File: src/rtl/sdram_pkg.sv
// Shared definitions for the SDRAM request arbiter: bus widths, FSM encoding
// and requester port identifiers.
package sdram_pkg;

  localparam int ADDR_W_DEF = 24;
  localparam int DATA_W_DEF = 16;
  localparam int NUM_PORTS  = 2;

  typedef enum logic [1:0] {
    ST_IDLE      = 2'd0,
    ST_ISSUE     = 2'd1,
    ST_WAIT_DONE = 2'd2,
    ST_RESP      = 2'd3
  } arb_state_e;

  localparam logic PORT_I = 1'b0;
  localparam logic PORT_D = 1'b1;

  function automatic logic [NUM_PORTS-1:0] port_onehot(input logic port);
    return port ? 2'b10 : 2'b01;
  endfunction

endpackage

File: src/rtl/rr_arb2.sv
// Two-way round-robin grant. Purely combinational; the caller owns the
// last-grant pointer and decides when to advance it.
module rr_arb2
  import sdram_pkg::*;
(
  input  logic [NUM_PORTS-1:0] req,
  input  logic                 last_grant,
  output logic [NUM_PORTS-1:0] grant
);

  always_comb begin
    grant = '0;
    if (req[PORT_I] && req[PORT_D]) begin
      // Contention: favour whichever port did not win last time.
      grant = port_onehot(~last_grant);
    end else if (req[PORT_I]) begin
      grant = port_onehot(PORT_I);
    end else if (req[PORT_D]) begin
      grant = port_onehot(PORT_D);
    end
  end

endmodule

File: src/rtl/sdram_arb.sv
// Merges the instruction-fetch and data ports onto the single SDRAM controller
// request interface, one transaction in flight, round-robin between ports.
module sdram_arb
  import sdram_pkg::*;
#(
  parameter int ADDR_W = ADDR_W_DEF,
  parameter int DATA_W = DATA_W_DEF
) (
  input  logic              clk,
  input  logic              rst_n,
  input  logic              i_req,
  input  logic [ADDR_W-1:0] i_addr,
  output logic              i_ack,
  output logic [DATA_W-1:0] i_rdata,
  input  logic              d_req,
  input  logic              d_we,
  input  logic [ADDR_W-1:0] d_addr,
  input  logic [DATA_W-1:0] d_wdata,
  output logic              d_ack,
  output logic [DATA_W-1:0] d_rdata,
  output logic [ADDR_W-1:0] c_addr,
  output logic [DATA_W-1:0] c_data_in,
  input  logic [DATA_W-1:0] c_data_out,
  output logic              c_read_req,
  output logic              c_write_req,
  input  logic              c_busy
);

  arb_state_e state_q, state_d;
  logic       last_q, last_d;
  logic       port_q, port_d;
  logic       we_q, we_d;
  logic       rd_req_q, rd_req_d;
  logic       wr_req_q, wr_req_d;

  logic [ADDR_W-1:0] addr_q, addr_d;
  logic [DATA_W-1:0] wdata_q, wdata_d;

  logic [NUM_PORTS-1:0]             ack_q, ack_d;
  logic [NUM_PORTS-1:0][DATA_W-1:0] rdata_q, rdata_d;

  logic [NUM_PORTS-1:0] req_vec;
  logic [NUM_PORTS-1:0] grant;
  logic                 grant_d_port;
  logic                 grant_we;

  assign req_vec[PORT_I] = i_req;
  assign req_vec[PORT_D] = d_req;

  rr_arb2 u_rr_arb2 (
    .req        (req_vec),
    .last_grant (last_q),
    .grant      (grant)
  );

  assign grant_d_port = grant[PORT_D];
  assign grant_we     = grant_d_port & d_we;

  always_comb begin
    state_d  = state_q;
    last_d   = last_q;
    port_d   = port_q;
    we_d     = we_q;
    addr_d   = addr_q;
    wdata_d  = wdata_q;
    rd_req_d = rd_req_q;
    wr_req_d = wr_req_q;
    ack_d    = '0;
    rdata_d  = rdata_q;

    case (state_q)
      ST_IDLE: begin
        // A busy controller may be initialising, refreshing or finishing a
        // transaction abandoned by our reset, so never grant while it is busy.
        if (!c_busy && (grant != '0)) begin
          port_d   = grant_d_port;
          addr_d   = grant_d_port ? d_addr : i_addr;
          we_d     = grant_we;
          wdata_d  = grant_d_port ? d_wdata : '0;
          rd_req_d = ~grant_we;
          wr_req_d = grant_we;
          state_d  = ST_ISSUE;
        end
      end
      ST_ISSUE: begin
        if (c_busy) begin
          rd_req_d = 1'b0;
          wr_req_d = 1'b0;
          state_d  = ST_WAIT_DONE;
        end
      end
      ST_WAIT_DONE: begin
        if (!c_busy) begin
          ack_d[port_q] = 1'b1;
          if (!we_q) begin
            rdata_d[port_q] = c_data_out;
          end
          state_d = ST_RESP;
        end
      end
      ST_RESP: begin
        last_d  = port_q;
        state_d = ST_IDLE;
      end
      default: state_d = ST_IDLE;
    endcase
  end

  // Pointer resets to the instruction port so the data port wins first contention.
  always_ff @(posedge clk or negedge rst_n) begin
    if (!rst_n) begin
      state_q  <= ST_IDLE;
      last_q   <= PORT_I;
      port_q   <= PORT_I;
      we_q     <= 1'b0;
      addr_q   <= '0;
      wdata_q  <= '0;
      rd_req_q <= 1'b0;
      wr_req_q <= 1'b0;
      ack_q    <= '0;
      rdata_q  <= '0;
    end else begin
      state_q  <= state_d;
      last_q   <= last_d;
      port_q   <= port_d;
      we_q     <= we_d;
      addr_q   <= addr_d;
      wdata_q  <= wdata_d;
      rd_req_q <= rd_req_d;
      wr_req_q <= wr_req_d;
      ack_q    <= ack_d;
      rdata_q  <= rdata_d;
    end
  end

  assign c_addr      = addr_q;
  assign c_data_in   = wdata_q;
  assign c_read_req  = rd_req_q;
  assign c_write_req = wr_req_q;
  assign i_ack       = ack_q[PORT_I];
  assign d_ack       = ack_q[PORT_D];
  assign i_rdata     = rdata_q[PORT_I];
  assign d_rdata     = rdata_q[PORT_D];

endmodule

File: config.mk
export PLATFORM = sky130hd
export DESIGN_NAME = sdram_arb
export DESIGN_NICKNAME = d
export VERILOG_FILES = /design/src/rtl/sdram_pkg.sv /design/src/rtl/rr_arb2.sv /design/src/rtl/sdram_arb.sv
export SDC_FILE = /design/constraint.sdc
export NUM_CORES = 1
export LEC_CHECK = 0
export ABC_AREA = 1
export CORE_MARGIN = 10
export CORE_UTILIZATION = 40
export CTS_CLUSTER_SIZE = 40
export DETAILED_ROUTE_END_ITERATION = 12
export GPL_TIMING_DRIVEN = 0
export PLACE_DENSITY = 0.8
export SYNTH_ARGS = -nofsm -noshare
export SYNTH_HDL_FRONTEND = slang
export SYNTH_SLANG_ARGS = --single-unit
File: constraint.sdc
create_clock -name clk -period 3.49 [get_ports clk]
set_input_delay 0.5235 -clock clk [delete_from_list [all_inputs] [get_ports clk]]
set_output_delay 0.5235 -clock clk [all_outputs]
set_load 0.02 [all_outputs]
; After elaboration in Yosys (flattened, before gate mapping)
; Index checks and enable logic that the tools add are counted.
[classes]
magnitude_cmp = 2
n_eq_ne = 6
muxes = 22
bitwise = 4
n_reduce_logical = 11
[op_table]
columns = operator, n
row1 = $bwmux 32, 1
row2 = $mux 16, 2
row3 = $mux 24, 1
row4 = $mux 2, 9
row5 = $demux 16 s1, 1
row6 = $reduce_and 3->1, 3
row7 = $pmux 2 s4, 1
row8 = $ne 2x2->1 const B, 3
row9 = $eq 2x2->1 const B, 2
row10 = $mux 1, 4
row11 = $pmux 1 s2, 2
row12 = $reduce_bool 2->1, 2
row13 = $logic_and 1x1->1, 3
row14 = $not 1->1, 3
row15 = $eq 2x1->1 const B, 1
row16 = $logic_not 2->1, 1
row17 = $lt 1x2->1 const B, 1
row18 = $reduce_and 2->1, 1
row19 = $and 1x1->1, 1
row20 = $demux 1 s1, 1
row21 = $ge 1x1->1 const B, 1
row22 = $logic_not 1->1, 1
[totals]
regBits = 81
input_bits = 86
output_inout_bits = 76
word_cells = 56

; Logic depth before layout (Yosys ltp)
[logic_depth]
word_depth = 7
depth_mapped = 8
mapped_depth_nobuf = 8

; Hierarchy
; From an unflattened synthesis, not the netlist that was laid out.
[unflattened]
cells_unflattened = 432
area_unflattened_um2 = 3575.9
[by_module_without_submodules]
columns = module, n_inst, cells_each, area_per_inst_um2, seq_area_each_um2
row1 = sdram_arb, 1, 427, 3554.7, 2026.9
row2 = rr_arb2, 1, 5, 21.3, 0.0

; Least setup slack after synthesis
; No wires, ideal clock.
[synth_timing]
path_type = reg-to-reg
startpoint = reg state_q[0]
endpoint = reg rdata_q, in the netlist i_rdata[0]
setup_time_ns = 0.118
t_arrival_ns = 1.219
required_ns = 3.372
setup_slack_ns = 2.153
stages_incl_launch_ff = 9
n_path_buf = 1
synth_period_minus_slack_ns = 1.337
cell_sequence = dfrtp_1 -> inv_1 -> ha_1 -> inv_1 -> nor3_2 -> nand2_2 -> buf_2 -> nand2_1 -> o21ai_2
[synth_via]
elab_chain_len = 2
[synth_rtl]
columns = element, line
row1 = start: declaration, sdram_arb.sv:29  ; arb_state_e state_q, state_d;
row2 = start signal: assignment, sdram_arb.sv:123  ; state_q <= state_d;
row3 = $eq 2x2->1, sdram_arb.sv:71  ; case (state_q)
row4 = $reduce_and 3->1 (no source line), --
row5 = end signal: assignment, sdram_arb.sv:132  ; rdata_q <= rdata_d;
row6 = end: declaration, sdram_arb.sv:40  ; logic [NUM_PORTS-1:0][DATA_W-1:0] rdata_q, rdata_d;
; Every way passes these cells.
; A chain may end at the register's enable or synchronous reset.

; Final worst setup path
[layout_timing]
startpoint = reg rdata_q, in the netlist d_rdata[1]
endpoint = out d_rdata[1]
[layout_lines]
columns = element, line
row1 = end: declaration, sdram_arb.sv:20  ; output logic [DATA_W-1:0] d_rdata,
; No word-level cell between the ends.

==> impl_metrics.py <==
metrics = {
    "layout": {
        "syn_to_final_growth_pct": 56.0,
        "fin_area_um2": 5550,
        "layout.cells.non_filler": 715,
        "drive_above_1_share_pct": 8.24,
        "antennaDiodeCount": 0,
        "final_nets": 692,
        "post-route-util_pct": 64.0,
    },
    "critical_path": {
        "cp.required_ns": 2.97,
        "crit_path_start_kind": "flip-flop",
        "max_stage_delay_ns": 0.66,
        "slowest_stage": "clkdlybuf4s50_1",
        "worst-path-max-fanout": 2,
        "end_kind": "primary output",
        "crit_chain": "clkdlybuf4s50_1",
        "cp_data_arrival_time_ns": 1.39,
        "cp_top_family": "buffers and inverters",
        "critPathKind": "flip-flop to primary output",
        "timing.critical_path.buf_inv": 1,
    },
    "power": {
        "p_leak_nw": 2.80,
        "switching_power_mw": 1.95,
        "switching_share_pct": 40.8,
        "p_per_area_nw_per_um2": 860,
        "seqPwrFrac_pct": 34.0,
        "vdd_drop_max_mv": 0.441,
        "comb_power_share_pct": 50.7,
        "pwr-share-clk_pct": 15.3,
        "p_int_mw": 2.83,
    },
    "clocking": {
        "numCtsBuffers": 9,
        "clk_latency_ns": 0.36,
        "post_cts_buffers": 0,
        "clk_path_buf_depth": 2,
        "cts_sinks": 81,
        "tritoncts": "done",
        "clk_pin_slew_ns": 0.09,
        "h-tree-depth": 3,
        "cts_resized": 0,
        "cts_root_buf": "clkbuf_8",
    },
    "drt": {
        "wl_um": 11700,
        "drtIter0Drc": 147,
        "wire_per_inst_um": 16.4,
        "vias_per_cell": 4.79,
        "vias": 3428,
        "postRouteAntennaNets": 0,
        "drt_pass1_iterations": 4,
        "route.detailed.drc": 0,
    },
    "global_routing": {
        "track_usage_pct": 17.8,
        "grt_overflow": 0,
        "antenna_found_initial": 0,
        "grt_pass1_vias": 3657,
        "grt_start_max_net_pins": 70,
        "grt_first_pass_wirelength_um": 18600,
    },
    "floorplanning": {
        "dieArea_um2": 13100,
        "start_util_pct": 41.0,
        "die_h_um": 114,
        "rows": 34,
        "dieWidth_um": 114,
        "design.core.area_um2": 8680,
        "io_pins": 162,
    },
    "sta": {
        "finalSetupViolations": 0,
        "min_period_ns": 1.91,
        "slew_headroom_pct": 71.2,
        "skew_ns": 0.0125,
        "worst_pin_slew_ns": 0.433,
        "timing.final.crit_share_pct": 54.7,
        "rsz0062_at_grt": "false",
        "fmax_ghz": 0.524,
        "drv_slew": 0,
        "hold_viol_final": 0,
    },
    "run_status": {
        "status": "finished, final reports clean",
    },
    "place": {
        "routabilityCongestion": 0.870,
        "place_area_um2": 5330,
        "port_buffers": 161,
        "dp.cells": 698,
        "place_hpwl_um": 9270,
    },
    "synth": {
        "synthesis.area_um2": 3560,
        "async_reset_ff_share_pct": 100,
        "ys.flop_type": "dfrtp_1",
        "synth.avg_cell_area_um2": 8.31,
        "syn-num-nets": 518,
        "ys_seq_area_share_pct": 57.0,
        "synth_warnings": 0,
        "ys_seq_elements": 81,
        "synth_enable_flop_cells": 0,
        "syn_inst": 428,
        "ys_types": 20,
    },
    "job": {
        "maxCapViolations": 0,
    },
    "hold_path": {
        "hold_path.class": "flip-flop to flip-flop",
    },
}
what timing repair did:
item,in CTS,in global routing
endpoints found under the setup margin,0,0
hold buffers,1,0
endpoints found under the hold margin,6,0
synth_stat cells, types with 2 or more instances:
master	n	share of area, %
nor2_1	7	0.74
nand3_1	22	3.1
nand2_1	225	24
buf_4	3	0.63
dfrtp_1	81	57
ha_1	4	1.4
inv_2	2	0.21
o21ai_0	18	2.5
nand2_2	2	0.35
buf_6	4	1.3
buf_2	12	1.7
o21ai_1	10	1.4
o21ai_2	6	1.5
inv_1	26	2.7
layer usage:
layer  track usage, %  vias to the layer above  routed length (um)
met5                0                        -                   0
met4             5.26                        0                 184
met3             9.80                       18                1650
met2             27.5                      161                5200
met1             20.8                     1590                4670
li1                 -                     1659                   -
kinds of logic after synthesis:
logic type / Yosys count / share of synthesized area (%)
simple gates: 259 / 28.9
flops: 81 / 57.0
compound gates: 36 / 6.08
buf+inv: 48 / 6.65
fa+ha+maj: 4 / 1.41
sequential cells by signal, indices dropped and copies added (netlist names):
name / cells
c_addr: 24
c_write_req: 1
state_q: 2
port_q: 1
we_q: 1
ack_q: 2
i_rdata: 16
last_q: 1
c_data_in: 16
d_rdata: 16
c_read_req: 1
power groups by stage:
stage	clock network (mW)	registers (mW)	logic (mW)
detailed placement	0	1.64	2.44
floorplan	0	2.11	0.720
CTS	0.743	1.62	2.45
finish	0.730	1.62	2.42
global placement	0	1.61	2.38
global route	0.781	1.67	2.64
stage by stage:
step	setup slack (ns)	TNS [ns]	hold slack [ns]	power, mW
floorplan	2.15	0	0.228	2.83
finish	1.58	0	0.479	4.77
detailed placement	1.40	0	0.388	4.08
CTS	1.57	0	0.485	4.82
global placement	-0.917	-73.95	0.460	3.99
global route	1.54	0	0.506	5.09
final cells by class:
class | instances | area (um^2)
well taps | 108 | 135
clock buffers | 10 | 138
flip-flops and latches | 81 | 2030
inverters | 28 | 105
multi-input cells | 299 | 1290
plain buffers | 20 | 131
fillers | 701 | 3130
repair buffers | 163 | 1650
clock inverters | 6 | 75.1
cells in the final DEF, fill, tap and decap left out, types with 4 or more instances in the layout:
cell type and instances:
clkbuf_8 10, buf_4 4, dfrtp_1 81, nand2_1 225
clkdlybuf4s50_1 160, o21ai_2 6, buf_2 12, buf_6 4
nand3_1 22, inv_1 26, ha_1 4, o21ai_1 10
nor2_1 7, o21ai_0 18
worst paths after layout:
check                           slack (ns)                        end  cells past startpoint                     start
min in group asynchronous             0.55  c_data_in[12]$_DFFE_PN0P_                      2                     rst_n
max in group asynchronous             2.34           we_q$_DFFE_PN0P_                      3                     rst_n
worst max register to register        1.88    d_rdata[11]$_DFFE_PN0P_                      5    state_q[0]$_DFFE_PN0P_
worst min register to register        0.48   c_data_in[5]$_DFFE_PN0P_                      2  c_data_in[5]$_DFFE_PN0P_
worst min-delay path                  0.48   c_data_in[5]$_DFFE_PN0P_                      2  c_data_in[5]$_DFFE_PN0P_
worst max-delay path                  1.58                 d_rdata[1]                      1    d_rdata[1]$_DFFE_PN0P_
tightest hold or removal path: cells and delay by family (launching register included):
kind | cells | cell delay, ns
and+or+nand+nor | 2 | 0.11
DFF | 1 | 0.34
No activity file was read; power rests on OpenSTA's default activity.
